### src/rtl/imem_loader_pkg.sv
`default_nettype none
// ============================================================================
// Module   : imem_pkg
// Brief    : Shared types and constants for the instruction-memory loader
//            and the datapath's instruction memory.
// Revision : 1.0 - initial release
// ============================================================================
package imem_pkg;

  // Byte-address width; matches the core's program counter.
  localparam int IMEM_ADDR_W     = 8;
  // Bytes per instruction word; also the address stride between words.
  localparam int IMEM_WORD_BYTES = 4;

  // Loader state encoding.
  typedef enum logic [2:0] {
    S_IDLE  = 3'd0,
    S_LEN   = 3'd1,
    S_BYTES = 3'd2,
    S_WRITE = 3'd3,
    S_DONE  = 3'd4,
    S_ERROR = 3'd5
  } imem_state_e;

  // A program length is usable when it is non-zero and fits in memory.
  function automatic logic len_ok(input logic [7:0] n, input logic [7:0] max_words);
    return (n != 8'd0) && (n <= max_words);
  endfunction

endpackage : imem_pkg
`default_nettype wire

### src/rtl/imem_loader_byte_packer.sv
`default_nettype none
// ============================================================================
// Module   : byte_packer
// Brief    : Shifts stream bytes into a big-endian 32-bit word and flags the
//            push that completes a word (first byte ends up in [31:24]).
// Revision : 1.0 - initial release
// ============================================================================
module byte_packer
  import imem_pkg::*;
(
  input  logic        clk,
  input  logic        reset,
  input  logic        i_clear,
  input  logic        i_push,
  input  logic [7:0]  i_byte,
  output logic [31:0] o_word_next,
  output logic        o_full
);

  // Only the three oldest bytes need storage; the fourth arrives with the push.
  logic [23:0] r_shift;
  logic [1:0]  r_cnt;

  localparam logic [1:0] c_LAST_IDX = 2'(IMEM_WORD_BYTES - 1);

  // Word as it will look once the current byte is shifted in.
  assign o_word_next = {r_shift, i_byte};
  // Asserted on the push that delivers the final byte of a word.
  assign o_full      = i_push && (r_cnt == c_LAST_IDX);

  // Shift register and byte counter; the counter wraps to 0 after a full word.
  always_ff @(posedge clk or posedge reset) begin
    if (reset) begin
      r_shift <= 24'd0;
      r_cnt   <= 2'd0;
    end else if (i_clear) begin
      r_shift <= 24'd0;
      r_cnt   <= 2'd0;
    end else if (i_push) begin
      r_shift <= o_word_next[23:0];
      r_cnt   <= r_cnt + 2'd1;
    end
  end

endmodule : byte_packer
`default_nettype wire

### src/rtl/imem_loader.sv
`default_nettype none
// ============================================================================
// Module   : imem_loader
// Brief    : Loads a length-prefixed byte stream into instruction memory as
//            big-endian words at byte addresses 0, 4, 8, ... and holds the
//            core stopped until the whole program has been written.
// Revision : 1.0 - initial release
// ============================================================================
module imem_loader
  import imem_pkg::*;
#(
  parameter int DEPTH_WORDS = 64,
  parameter int ADDR_W      = IMEM_ADDR_W
) (
  input  logic              clk,
  input  logic              reset,
  input  logic              start,
  input  logic              in_valid,
  input  logic [7:0]        in_data,
  output logic              in_ready,
  output logic              mem_we,
  output logic [ADDR_W-1:0] mem_addr,
  output logic [31:0]       mem_wdata,
  output logic              core_run,
  output logic              done,
  output logic              err,
  output logic [6:0]        words_loaded
);

  localparam logic [7:0]        c_DEPTH  = 8'(DEPTH_WORDS);
  localparam logic [ADDR_W-1:0] c_STRIDE = ADDR_W'(IMEM_WORD_BYTES);

  imem_state_e       r_state;
  logic [6:0]        r_n;
  logic [ADDR_W-1:0] r_addr;
  logic [6:0]        r_words;
  logic              r_in_ready;
  logic              r_mem_we;
  logic [ADDR_W-1:0] r_mem_addr;
  logic [31:0]       r_mem_wdata;
  logic              r_core_run;
  logic              r_done;
  logic              r_err;

  logic              w_xfer;
  logic              w_push;
  logic              w_clear;
  logic              w_word_full;
  logic [31:0]       w_word_next;
  logic [6:0]        w_words_inc;

  // A byte moves only when both sides agree on the same edge.
  assign w_xfer      = in_valid && r_in_ready;
  assign w_push      = w_xfer && (r_state == S_BYTES);
  // The packer starts clean for every accepted program length.
  assign w_clear     = w_xfer && (r_state == S_LEN) && len_ok(in_data, c_DEPTH);
  assign w_words_inc = r_words + 7'd1;

  byte_packer u_packer (
    .clk         (clk),
    .reset       (reset),
    .i_clear     (w_clear),
    .i_push      (w_push),
    .i_byte      (in_data),
    .o_word_next (w_word_next),
    .o_full      (w_word_full)
  );

  // Load sequencer: state, counters and all registered outputs.
  always_ff @(posedge clk or posedge reset) begin
    if (reset) begin
      r_state     <= S_IDLE;
      r_n         <= 7'd0;
      r_addr      <= '0;
      r_words     <= 7'd0;
      r_in_ready  <= 1'b0;
      r_mem_we    <= 1'b0;
      r_mem_addr  <= '0;
      r_mem_wdata <= 32'd0;
      r_core_run  <= 1'b0;
      r_done      <= 1'b0;
      r_err       <= 1'b0;
    end else begin
      // Write strobe lasts exactly one cycle unless re-armed below.
      r_mem_we <= 1'b0;
      case (r_state)
        S_IDLE, S_DONE, S_ERROR: begin
          // A new load always starts from a clean status, core held.
          if (start) begin
            r_state    <= S_LEN;
            r_in_ready <= 1'b1;
            r_core_run <= 1'b0;
            r_done     <= 1'b0;
            r_err      <= 1'b0;
            r_words    <= 7'd0;
          end
        end
        S_LEN: begin
          if (w_xfer) begin
            r_n <= in_data[6:0];
            if (len_ok(in_data, c_DEPTH)) begin
              r_state <= S_BYTES;
              r_addr  <= '0;
            end else begin
              r_state    <= S_ERROR;
              r_err      <= 1'b1;
              r_in_ready <= 1'b0;
            end
          end
        end
        S_BYTES: begin
          // The fourth byte completes the word; present it for one write cycle.
          if (w_word_full) begin
            r_state     <= S_WRITE;
            r_in_ready  <= 1'b0;
            r_mem_we    <= 1'b1;
            r_mem_addr  <= r_addr;
            r_mem_wdata <= w_word_next;
          end
        end
        S_WRITE: begin
          r_words <= w_words_inc;
          r_addr  <= r_addr + c_STRIDE;
          if (w_words_inc == r_n) begin
            r_state    <= S_DONE;
            r_done     <= 1'b1;
            r_core_run <= 1'b1;
          end else begin
            r_state    <= S_BYTES;
            r_in_ready <= 1'b1;
          end
        end
        default: begin
          r_state    <= S_IDLE;
          r_in_ready <= 1'b0;
          r_core_run <= 1'b0;
        end
      endcase
    end
  end

  assign in_ready     = r_in_ready;
  assign mem_we       = r_mem_we;
  assign mem_addr     = r_mem_addr;
  assign mem_wdata    = r_mem_wdata;
  assign core_run     = r_core_run;
  assign done         = r_done;
  assign err          = r_err;
  assign words_loaded = r_words;

endmodule : imem_loader
`default_nettype wire
### config.mk
export PLATFORM = sky130hd
export DESIGN_NAME = imem_loader
export DESIGN_NICKNAME = d
export VERILOG_FILES = /design/src/rtl/imem_loader_pkg.sv /design/src/rtl/imem_loader_byte_packer.sv /design/src/rtl/imem_loader.sv
export SDC_FILE = /design/constraint.sdc
export NUM_CORES = 1
export LEC_CHECK = 0
export BUFFER_PORTS_ARGS = -buffer_cell sky130_fd_sc_hd__buf_4
export CAP_MARGIN = 0
export CORE_ASPECT_RATIO = 1.4
export CORE_MARGIN = 2
export CORE_UTILIZATION = 50
export DETAILED_ROUTE_END_ITERATION = 10
export MAX_ROUTING_LAYER = met4
export PLACE_DENSITY = 0.72
export SETUP_SLACK_MARGIN = 0.05
export SYNTH_ARGS = -nofsm -noshare
export SYNTH_HDL_FRONTEND = slang
export SYNTH_HIERARCHICAL = 1
export SYNTH_SLANG_ARGS = --single-unit
### constraint.sdc
create_clock -name clk -period 8 [get_ports clk]
set_clock_uncertainty 0.15 [all_clocks]
set_input_delay 1.2 -clock clk [delete_from_list [all_inputs] [get_ports clk]]
set_output_delay 1.2 -clock clk [all_outputs]
set_load 0.05 [all_outputs]
==> results of run 1 <==
[routing by layer]
metal  up-vias  GRT usage, %  wire length (microns)
met2        46          29.2                   3860
met3        13          4.33                    300
met4         0          7.91                    131
li1       1210             -                      -
met1      1270          25.6                   3220
met5         -             -                      0
[final cells by class]
type                            count  area (sq um)
Clock buffer                       13           159
Clock inverter                      3          45.0
Fill cell                         667          3090
Inverter                            7          26.3
Multi-Input combinational cell    199          1560
Sequential cell                    92          2300
Tap cell                          100           125
Timing Repair Buffer               65           488
[path summary, 6_finish.rpt]
kind | from | end | slack, ns
max in group asynchronous | reset | u_packer/r_shift[0]$_DFFE_PP0P_ | 6.18
hold / removal | mem_addr[6]$_DFFE_PP0P_ | mem_addr[6]$_DFFE_PP0P_ | 0.36
hold reg to reg | mem_addr[6]$_DFFE_PP0P_ | mem_addr[6]$_DFFE_PP0P_ | 0.36
setup / recovery | in_valid | mem_wdata[4]$_DFFE_PP0P_ | 4.84
min in group asynchronous | reset | mem_wdata[12]$_DFFE_PP0P_ | 0.92
setup reg to reg | r_state[1]$_DFFE_PP0P_ | mem_wdata[4]$_DFFE_PP0P_ | 4.93
[kinds of logic after synthesis]
kind of cell    Yosys count
fa+ha+maj                 3
compound gates           36
mux                      70
simple gates             73
flops                    92
buf+inv                  32
xor+xnor                 15
other cells               1
[power by group through the flow]
stage                     clock network (mW)  logic (mW)  registers (mW)
after detailed placement                   0       0.289           0.633
after global placement                     0       0.282           0.631
after floorplan                            0       0.216           0.632
final                                  0.318       0.288           0.624
after global routing                   0.345       0.321           0.638
after CTS                              0.328       0.291           0.624
[worst max-delay path, cell delays in order]
cell and delay (ns):
buf_4 0.08, nand2_1 0.10, nor4_2 0.15, buf_4 0.43, and2_1 0.23, inv_1 0.07, nor4_2 0.12, buf_4 0.46
mux2_2 0.39
[cell usage in the layout (no fill, tap or decap), drive strengths merged, types with 2 or more instances in the layout]
cell type   n
mux2i      25
o21ai      14
a21oi       3
nand3       6
nor4        3
xnor2       8
o31a        2
nand2       9
dfrtp      92
a22o        2
nand2b      2
a21bo       2
buf        65
and3        2
and2        5
xor2        7
conb        2
nor3        3
mux2       45
nand4       2
ha          3
o31ai       3
nor2       36
inv         7
clkbuf     13
clkinvlp    2
[per-stage QoR]
stage,cell area [sq um],cells
final,4710,479
after detailed placement,4500,463
after CTS,4710,479
after floorplan,4060,323
after global routing,4710,479
after global placement,4500,463
[registers in the layout (all words and copies together), names as in the netlist, 2 cells and up]
name / count
mem_addr: 6
r_addr: 6
u_packer/r_cnt: 2
mem_wdata: 32
r_n: 7
words_loaded: 7
u_packer/r_shift: 24
r_state: 3
[cell usage after synthesis (all sizes together)]
library cell	count	share of area, %
dfrtp	92	57
mux2	45	12
nor2	36	3.4
mux2i	25	6.2
buf	20	4.0
o21ai	14	1.7
nand2	9	0.83
xnor2	8	1.7
inv	7	0.65
xor2	7	1.5
nand3	6	0.74
and2	5	0.77
clkbuf	5	0.46
a21oi	3	0.46
ha	3	0.93
nor3	3	0.49
nor4	3	0.46
o31ai	3	0.56
a21bo	2	0.49
a22o	2	0.43
and3	2	0.31
nand2b	2	0.31
nand4	2	0.31
o31a	2	0.43
a211o	1	0.22
a21boi	1	0.19
a311oi	1	0.22
a31o	1	0.22
a31oi	1	0.15
a41oi	1	0.40
and3b	1	0.22
conb	1	0.092
nand3b	1	0.19
nor4b	1	0.59
o211ai	1	0.19
o21a	1	0.19
o22ai	1	0.15
o41ai	1	0.22
or2	1	0.15
or4	1	0.19
==> flow_summary_export.csv, run 1 <==
group,metric,value,unit
yosys,seq_area_frac_synth,56.8,%
cts,ctsLongestPathBuffers,2,
global_route,gr-usage-all-layers,19.5,%
detailed_routing,vias_per_cell,5.30,
cells_and_area,fin_nets,389,
pwr,seqPwrFrac,50.7,%
cts,cts_root_buf,"clkbuf_8",
yosys,synth_mux_area_share,18.7,%
floorplan,dieArea,0.00886,sq mm
pwr,clock_power_share,25.8,%
pwr,p_per_area,261,mW/mm^2
sta,fin_ws,4.84,ns
cells_and_area,syn2layout_area_growth,16.0,%
yosys,synthAdderAreaFrac,0.925,%
worst_setup_path,rr_worst_depth,8,
cts,cts_tree,"built",
sta,drv_slew,0,
sta,fin_crit,3.16,ns
sta,worst_pin_slew,0.968,ns
detailed_routing,vias,2539,
detailed_routing,drt-total-wl,7510,microns
cells_and_area,antenna-diode-count,0,
worst_setup_path,worstPathArrival,3.26,ns
yosys,yosysUniqueCellTypes,48,
sta,rsz0062_at_grt,"false",
pwr,total_power,1.23,mW
worst_setup_path,start_kind,"input pin",
cts,postCtsSetupRepairBufs,0,
worst_setup_path,end_kind,"flip-flop",
outcome,outcome,"complete, no violations",
cts,ctsResizeCount,0,
worst_setup_path,cp_data_required_time,8.09,ns
floorplan,ioPinCount,64,
yosys,synth-xor-area-share,3.24,%
sta,finalCritPeriodShare,39.5,%
cts,clk-insertion-delay-late,0.35,ns
floorplan,initial_core_util,52.0,%
floorplan,core_area,0.00780,sq mm
cts,numCtsBuffers,9,
detailed_routing,ant_nets,0,
cells_and_area,drive_gt1_share,36.1,%
sta,hold_violations,0,
detailed_routing,drtIter0Drc,172,
pwr,p_comb_share,23.4,%
sta,hold_ws,0.362,ns
min_path,min_path_type,"reg -> reg",
min_path,whs_path_depth,1,
yosys,synthSimpleGateAreaFrac,8.95,%
floorplan,die_width,80.1,microns
yosys,synth-compound-area-share,6.23,%
yosys,synth_top_family_by_area,"multiplexers",
floorplan,die_h,111,microns
pwr,swShare,32.6,%
sta,fmax,0.316,GHz
yosys,yosysWarnings,6,
global_route,grt_antenna_before_repair,0,
detailed_routing,routedWlPerCell,15.7,microns
pwr,power.switching,401,uW
global_route,grt_max_degree,67,
cts,cts.clk_slew.worst_paths,0.08,ns
global_route,overflow,0,
sta,tns,0,ns
sta,finalSetupViolations,0,
placement,place_ws,4.46,ns
placement,port_buffers,61,
placement,gpl.final_weighted_congestion,0.864,
global_route,grt_pass1_wl,13200,microns
yosys,ys_ff_latch,92,
yosys,postSynthAreaPerCell,12.6,sq um
pwr,irDropWorstVdd,0.000129,V
flow_run,maxCapViolCount,0,
cts,postCtsHoldBufs,0,
detailed_routing,route.detailed.drc,0,
worst_setup_path,critical_path_class,"in -> reg",
placement,dp_hpwl,5070,microns
floorplan,rows,38,
pwr,p_int,828,uW
yosys,syn_area,0.00406,sq mm
cells_and_area,fin_util,60.4,%
cts,htree_levels,3,
global_route,grt_pass1_vias,2631,
detailed_routing,first_pass_iters,4,
worst_setup_path,path_max_fanout,39,
cts,cts_sinks,92,
sta,relSlewSlack,35.4,%
pwr,total_leakage_power,2.29,nW
yosys,synthCells,322,
Power figures use the tool's default switching activity.
==> inputs of run 2 (changes only) <==
--- a/config.mk
+++ b/config.mk
@@ -12,7 +12,7 @@
 export CORE_UTILIZATION = 50
 export DETAILED_ROUTE_END_ITERATION = 10
 export MAX_ROUTING_LAYER = met4
-export PLACE_DENSITY = 0.72
+export PLACE_DENSITY = 0.75
 export SETUP_SLACK_MARGIN = 0.05
 export SYNTH_ARGS = -nofsm -noshare
 export SYNTH_HDL_FRONTEND = slang
==> constraint.sdc (replaced) <==
create_clock -name clk -period 2.75 [get_ports clk]
set_clock_uncertainty 0.15 [all_clocks]
set_input_delay 0.4125 -clock clk [delete_from_list [all_inputs] [get_ports clk]]
set_output_delay 0.4125 -clock clk [all_outputs]
set_load 0.05 [all_outputs]
==> flow_summary_export.csv, run 2 (synthesis results as in run 1) <==
group,metric,value,unit
worst_setup_path,end_kind,"flip-flop",
sta,relSlewSlack,36.3,%
min_path,min_path_type,"in -> async",
cts,cts.clk_slew.worst_paths,0.08,ns
cells_and_area,final_area,0.00473,sq mm
placement,dp_hpwl,5450,microns
global_route,gr-usage-met1,24.2,%
floorplan,dieArea,0.00886,sq mm
global_route,met3_usage,4.17,%
global_route,grt_pass1_vias,2600,
worst_setup_path,worstPathArrival,2.41,ns
global_route,grt_pass1_wl,12900,microns
sta,worst_pin_slew,0.955,ns
detailed_routing,ant_nets,0,
cts,postCtsSetupRepairBufs,0,
floorplan,die_width,80.1,microns
cts,clk-insertion-delay-late,0.36,ns
sta,fmax,0.433,GHz
global_route,gr-usage-all-layers,19.4,%
cells_and_area,final_common_cell,"dfrtp_1",
cts,cts_sinks,92,
sta,fin_crit,2.31,ns
worst_setup_path,cp_data_required_time,2.85,ns
cells_and_area,layout_common_cells,"dfrtp_1, buf_4, mux2_2, nor2_1, mux2i_1",
cts,htree_levels,3,
outcome,outcome,"complete, no violations",
cts,ctsLongestPathBuffers,2,
pwr,irDropWorstVdd,0.000448,V
global_route,use_met2,30.1,%
flow_run,maxCapViolCount,0,
global_route,grt_max_degree,37,
floorplan,ioPinCount,64,
detailed_routing,vias,2573,
floorplan,core_area,0.00780,sq mm
cells_and_area,drive_gt1_share,37.1,%
placement,gpl.final_weighted_congestion,0.861,
cells_and_area,finalNonFillerCells,483,
cts,ctsResizeCount,0,
global_route,grt_busiest_layer,"met2",
placement,port_buffers,61,
detailed_routing,first_pass_iters,4,
floorplan,rows,38,
sta,finalCritPeriodShare,83.9,%
detailed_routing,route.detailed.drc,0,
global_route,overflow,0,
detailed_routing,vias_per_cell,5.33,
sta,finalSetupViolations,0,
cts,cts_tree,"built",
cells_and_area,antenna-diode-count,0,
worst_setup_path,start_kind,"flip-flop",
floorplan,die_h,111,microns
cts,postCtsHoldBufs,0,
pwr,p_per_area,736,mW/mm^2
pwr,total_leakage_power,2.32,nW
sta,rsz0062_at_grt,"false",
detailed_routing,drtIter0Drc,117,
sta,hold_ws,0.00931,ns
detailed_routing,drt-total-wl,7630,microns
sta,tns,0,ns
detailed_routing,routedWlPerCell,15.8,microns
global_route,grt_antenna_before_repair,0,
cells_and_area,largest_reg_flops,32,
worst_setup_path,critical_path_class,"reg -> reg",
cts,numCtsBuffers,9,
sta,drv_slew,0,
cts,cts_root_buf,"clkbuf_8",
worst_setup_path,path_max_fanout,27,
placement,place_area,0.00456,sq mm
sta,hold_violations,0,
placement,dp_cells,468,
floorplan,initial_core_util,52.0,%
cells_and_area,syn2layout_area_growth,16.7,%
cells_and_area,fin_nets,394,
run 2: cell types whose count changed in the layout (fill, tap and decap cells not counted):
cell / delta
buf_12: +1
buf_4: +4
bufinv_16: -1
clkinv_2: +2
clkinvlp_4: -2
dfrtp_1: -1
dfrtp_2: +1
nor4_2: -1
nor4_4: +1
run 2: worst paths after layout:
kind,startpoint,end,slack (ns),depth (start not counted)
worst max-delay path,r_state[0]$_DFFE_PP0P_,mem_wdata[19]$_DFFE_PP0P_,0.44,6
worst min-delay path,reset,mem_addr[5]$_DFFE_PP0P_,0.009,2
max in group asynchronous,reset,u_packer/r_shift[0]$_DFFE_PP0P_,1.73,2
min in group clk,in_data[1],r_n[1]$_DFFE_PP0P_,0.17,2
worst max register to register,r_state[0]$_DFFE_PP0P_,mem_wdata[19]$_DFFE_PP0P_,0.44,6
worst min register to register,core_run$_DFFE_PP0P_,core_run$_DFFE_PP0P_,0.36,1
run 2: power by group:
group          internal, mW  switching, mW
logic                 0.381          0.496
clock network         0.371          0.429
registers              1.58          0.232
total                  2.33           1.16
run 2: per-layer routing:
layer,share of wire [%],vias to the layer above
met1,42,1281
met4,2.1,0
met2,52,54
met3,3.7,12
li1,-,1226
met5,0,-
run 2: worst max-delay path, cell delays in order, from the launching register on:
cell,delay (ns)
dfrtp_1,0.51
nor4_2,0.32
and2_1,0.19
inv_1,0.08
nor4_4,0.17
buf_4,0.39
mux2_2,0.38
run 2: area by class of cell:
class / count / area, sq um
multi-input cells: 199 / 1570
clock inverters: 2 / 10.0
well taps: 100 / 125
clock buffers: 13 / 159
flip-flops and latches: 92 / 2300
inverters: 7 / 26.3
repair buffers: 70 / 538
fillers: 661 / 3070
run 2: stage by stage:
stage | util, % | setup slack [ns] | power (mW)
floorplan | - | 0.0984 | 2.47
global placement | 58.5 | 0.431 | 2.68
detailed placement | 58.5 | 0.386 | 2.72
CTS | 60.7 | 0.434 | 3.53
global route | 60.7 | 0.249 | 3.71
finish | 60.7 | 0.442 | 3.48
==> inputs of run 3 (changes only) <==
--- a/config.mk
+++ b/config.mk
@@ -5,6 +5,7 @@
 export SDC_FILE = /design/constraint.sdc
 export NUM_CORES = 1
 export LEC_CHECK = 0
+export ABC_AREA = 1
 export BUFFER_PORTS_ARGS = -buffer_cell sky130_fd_sc_hd__buf_4
 export CAP_MARGIN = 0
 export CORE_ASPECT_RATIO = 1.4
@@ -12,7 +13,7 @@
 export CORE_UTILIZATION = 50
 export DETAILED_ROUTE_END_ITERATION = 10
 export MAX_ROUTING_LAYER = met4
-export PLACE_DENSITY = 0.75
+export PLACE_DENSITY = 0.72
 export SETUP_SLACK_MARGIN = 0.05
 export SYNTH_ARGS = -nofsm -noshare
 export SYNTH_HDL_FRONTEND = slang
==> constraint.sdc (replaced) <==
create_clock -name clk -period 2.2 [get_ports clk]
set_clock_uncertainty 0.15 [all_clocks]
set_input_delay 0.33 -clock clk [delete_from_list [all_inputs] [get_ports clk]]
set_output_delay 0.33 -clock clk [all_outputs]
set_load 0.05 [all_outputs]
==> flow_summary_export.csv, run 3 <==
group,metric,value,unit
outcome,outcome,"complete, no violations",
global_route,grt_pass1_wl,15100,microns
cts,cts_tree,"built",
worst_setup_path,cp_top_family,"simple AND/OR/NAND/NOR gates",
sta,relSlewSlack,55.3,%
cells_and_area,antenna-diode-count,0,
worst_setup_path,crit_chain,"nor2_2 -> inv_2 -> nor2_4 -> nand2_2 -> nor2_1 -> inv_2 -> nand3_1 -> nand2_1",
worst_setup_path,critical-path-max-stage-delay,0.41,ns
floorplan,rows,39,
yosys,ys_ff_latch,92,
yosys,synthSimpleGateAreaFrac,29.8,%
min_path,min_path_type,"in -> reg",
cts,cts_root_buf,"clkbuf_16",
sta,rsz0062_at_grt,"false",
pwr,irDropWorstVdd,0.000732,V
global_route,gr-usage-all-layers,21.8,%
detailed_routing,vias,3284,
yosys,synth_mux_area_share,0.817,%
worst_setup_path,critPathBufInv,2,
global_route,overflow,0,
detailed_routing,drt-total-wl,8670,microns
worst_setup_path,start_kind,"flip-flop",
pwr,total_leakage_power,2.71,nW
sta,drv_slew,0,
cells_and_area,largest_reg_flops,32,
yosys,yosysUniqueCellTypes,29,
floorplan,core_area,0.00810,sq mm
sta,fin_ws,0.254,ns
yosys,synthArstFlopShare,100,%
sta,worst_pin_slew,0.670,ns
cells_and_area,final_common_cell,"nand2_1",
floorplan,ioPinCount,64,
global_route,grt_pass1_vias,3354,
yosys,ys_top_cells_by_area,"dfrtp_1, nand2_1, nand3_1",
yosys,synth_top_area_share,55.7,%
yosys,synth_top_family_by_area,"simple AND/OR/NAND/NOR gates",
floorplan,dieArea,0.00902,sq mm
yosys,synth_top_area_cell,"dfrtp_1",
worst_setup_path,worstPathArrival,2.02,ns
flow_run,maxCapViolCount,0,
sta,hold_violations,0,
sta,fmax,0.514,GHz
detailed_routing,routedWlPerCell,13.3,microns
detailed_routing,ant_nets,0,
sta,hold_ws,0.0725,ns
worst_setup_path,critical_path_class,"reg -> reg",
cts,cts.clk_slew.worst_paths,0.06,ns
placement,dp_hpwl,6120,microns
cells_and_area,fin_util,61.5,%
worst_setup_path,path_max_fanout,26,
cells_and_area,drive_gt1_share,21.6,%
yosys,synth_edf_count,0,
sta,tns,0,ns
cts,numCtsBuffers,9,
sta,fin_crit,1.95,ns
cts,htree_levels,3,
yosys,yosysWarnings,6,
cells_and_area,syn2layout_area_growth,20.6,%
floorplan,initial_core_util,51.0,%
yosys,postSynthAreaPerCell,8.47,sq um
worst_setup_path,end_kind,"flip-flop",
yosys,seq_area_frac_synth,55.7,%
detailed_routing,drtIter0Drc,184,
yosys,yosysMostFrequentCell,"nand2_1",
floorplan,die_width,80.8,microns
detailed_routing,route.detailed.drc,0,
cells_and_area,fin_nets,561,
placement,gpl.final_weighted_congestion,0.877,
worst_setup_path,rr_startpoint,"r_state[2]$_DFFE_PP0P_",
yosys,synth-xor-area-share,0.848,%
detailed_routing,first_pass_iters,4,
cts,clk-insertion-delay-late,0.34,ns
global_route,grt_antenna_before_repair,0,
yosys,syn_area,0.00413,sq mm
yosys,synth-compound-area-share,4.36,%
detailed_routing,vias_per_cell,5.04,
pwr,p_per_area,1120,mW/mm^2
sta,finalCritPeriodShare,88.5,%
worst_setup_path,cpMostUsedCell,"inv_2",
worst_setup_path,crit_start,"r_state[2]$_DFFE_PP0P_",
yosys,synthAdderAreaFrac,0.908,%
worst_setup_path,slowest_stage,"dfrtp_1",
yosys,synth_top_flop_cell,"dfrtp_1",
yosys,synthCells,488,
cts,ctsLongestPathBuffers,2,
worst_setup_path,cp_data_required_time,2.27,ns
yosys,synth_commonest_cells,"nand2_1, dfrtp_1, nand3_1, inv_1, nor2_1",
cells_and_area,layout_common_cells,"nand2_1, dfrtp_1, buf_4, nand3_1, inv_1",
placement,port_buffers,61,
placement,place_ws,0.226,ns
min_path,hp-start,"in_data[7]",
cts,cts_sinks,92,
global_route,grt_max_degree,45,
sta,finalSetupViolations,0,
floorplan,die_h,112,microns
-- run 3: repair_timing --
item | in CTS | in global routing
hold buffers | 1 | 0
resized for setup | 0 | 1
buffers inserted | 0 | 2
endpoints found under the hold margin | 55 | 0
endpoints found under the setup margin | 0 | 2
-- run 3: layout make-up --
cell class,instances,area (sq um)
fill,738,3120
sequential,92,2300
multi-input combinational,334,1530
timing repair buffer,72,568
clock buffer,11,243
inverter,37,139
tap,102,128
clock inverter,4,73.8
-- run 3: metal layers --
layer	global-route usage, %	vias to the layer above	share of wire, %
li1	-	1635	-
met5	-	-	0
met4	9.04	0	2.7
met2	36.2	64	52
met3	3.89	23	3.5
met1	25.8	1562	42
-- run 3: through the flow --
| step | power (mW) | cells | area (sq um) |
|---|---|---|---|
| 2_1_floorplan | 3.49 | 489 | 4140 |
| 3_3_place_gp | 3.89 | 634 | 4640 |
| 3_5_place_dp | 3.93 | 634 | 4640 |
| 4_1_cts | 5.59 | 650 | 4970 |
| 5_1_grt | 5.89 | 652 | 4980 |
| 6_report | 5.56 | 652 | 4980 |
-- run 3: final timing paths --
| path | end | slack, ns | cells past startpoint |
|---|---|---|---|
| worst max-delay path | u_packer/r_shift[16]$_DFFE_PP0P_ | 0.25 | 8 |
| worst min-delay path | mem_wdata[7]$_DFFE_PP0P_ | 0.07 | 3 |
| worst max register to register | u_packer/r_shift[16]$_DFFE_PP0P_ | 0.25 | 8 |
| worst min register to register | mem_wdata[26]$_DFFE_PP0P_ | 0.32 | 2 |
| max in group asynchronous | words_loaded[0]$_DFFE_PP0P_ | 0.75 | 4 |
| min in group asynchronous | u_packer/r_shift[12]$_DFFE_PP0P_ | 0.47 | 4 |
-- run 3: cell families after synthesis --
family / after synthesis
AO/OA/AOI/OAI: 33
XOR/XNOR: 4
adder cells (fa/ha/maj): 3
buffers and inverters: 63
flip-flops: 92
multiplexers: 3
other: 1
AND/OR/NAND/NOR: 289
-- run 3: tightest hold or removal path, stage by stage --
cell	delay, ns
buf_4	0.10
nand2_1	0.05
nand2_1	0.04
-- run 3: report_power, final --
| part | leakage [nW] | internal [mW] | switching (mW) |
|---|---|---|---|
| logic | 1.33 | 0.531 | 1.03 |
| clock network | 0.156 | 1.02 | 0.621 |
| registers | 1.23 | 2.07 | 0.292 |
| total | 2.71 | 3.62 | 1.95 |
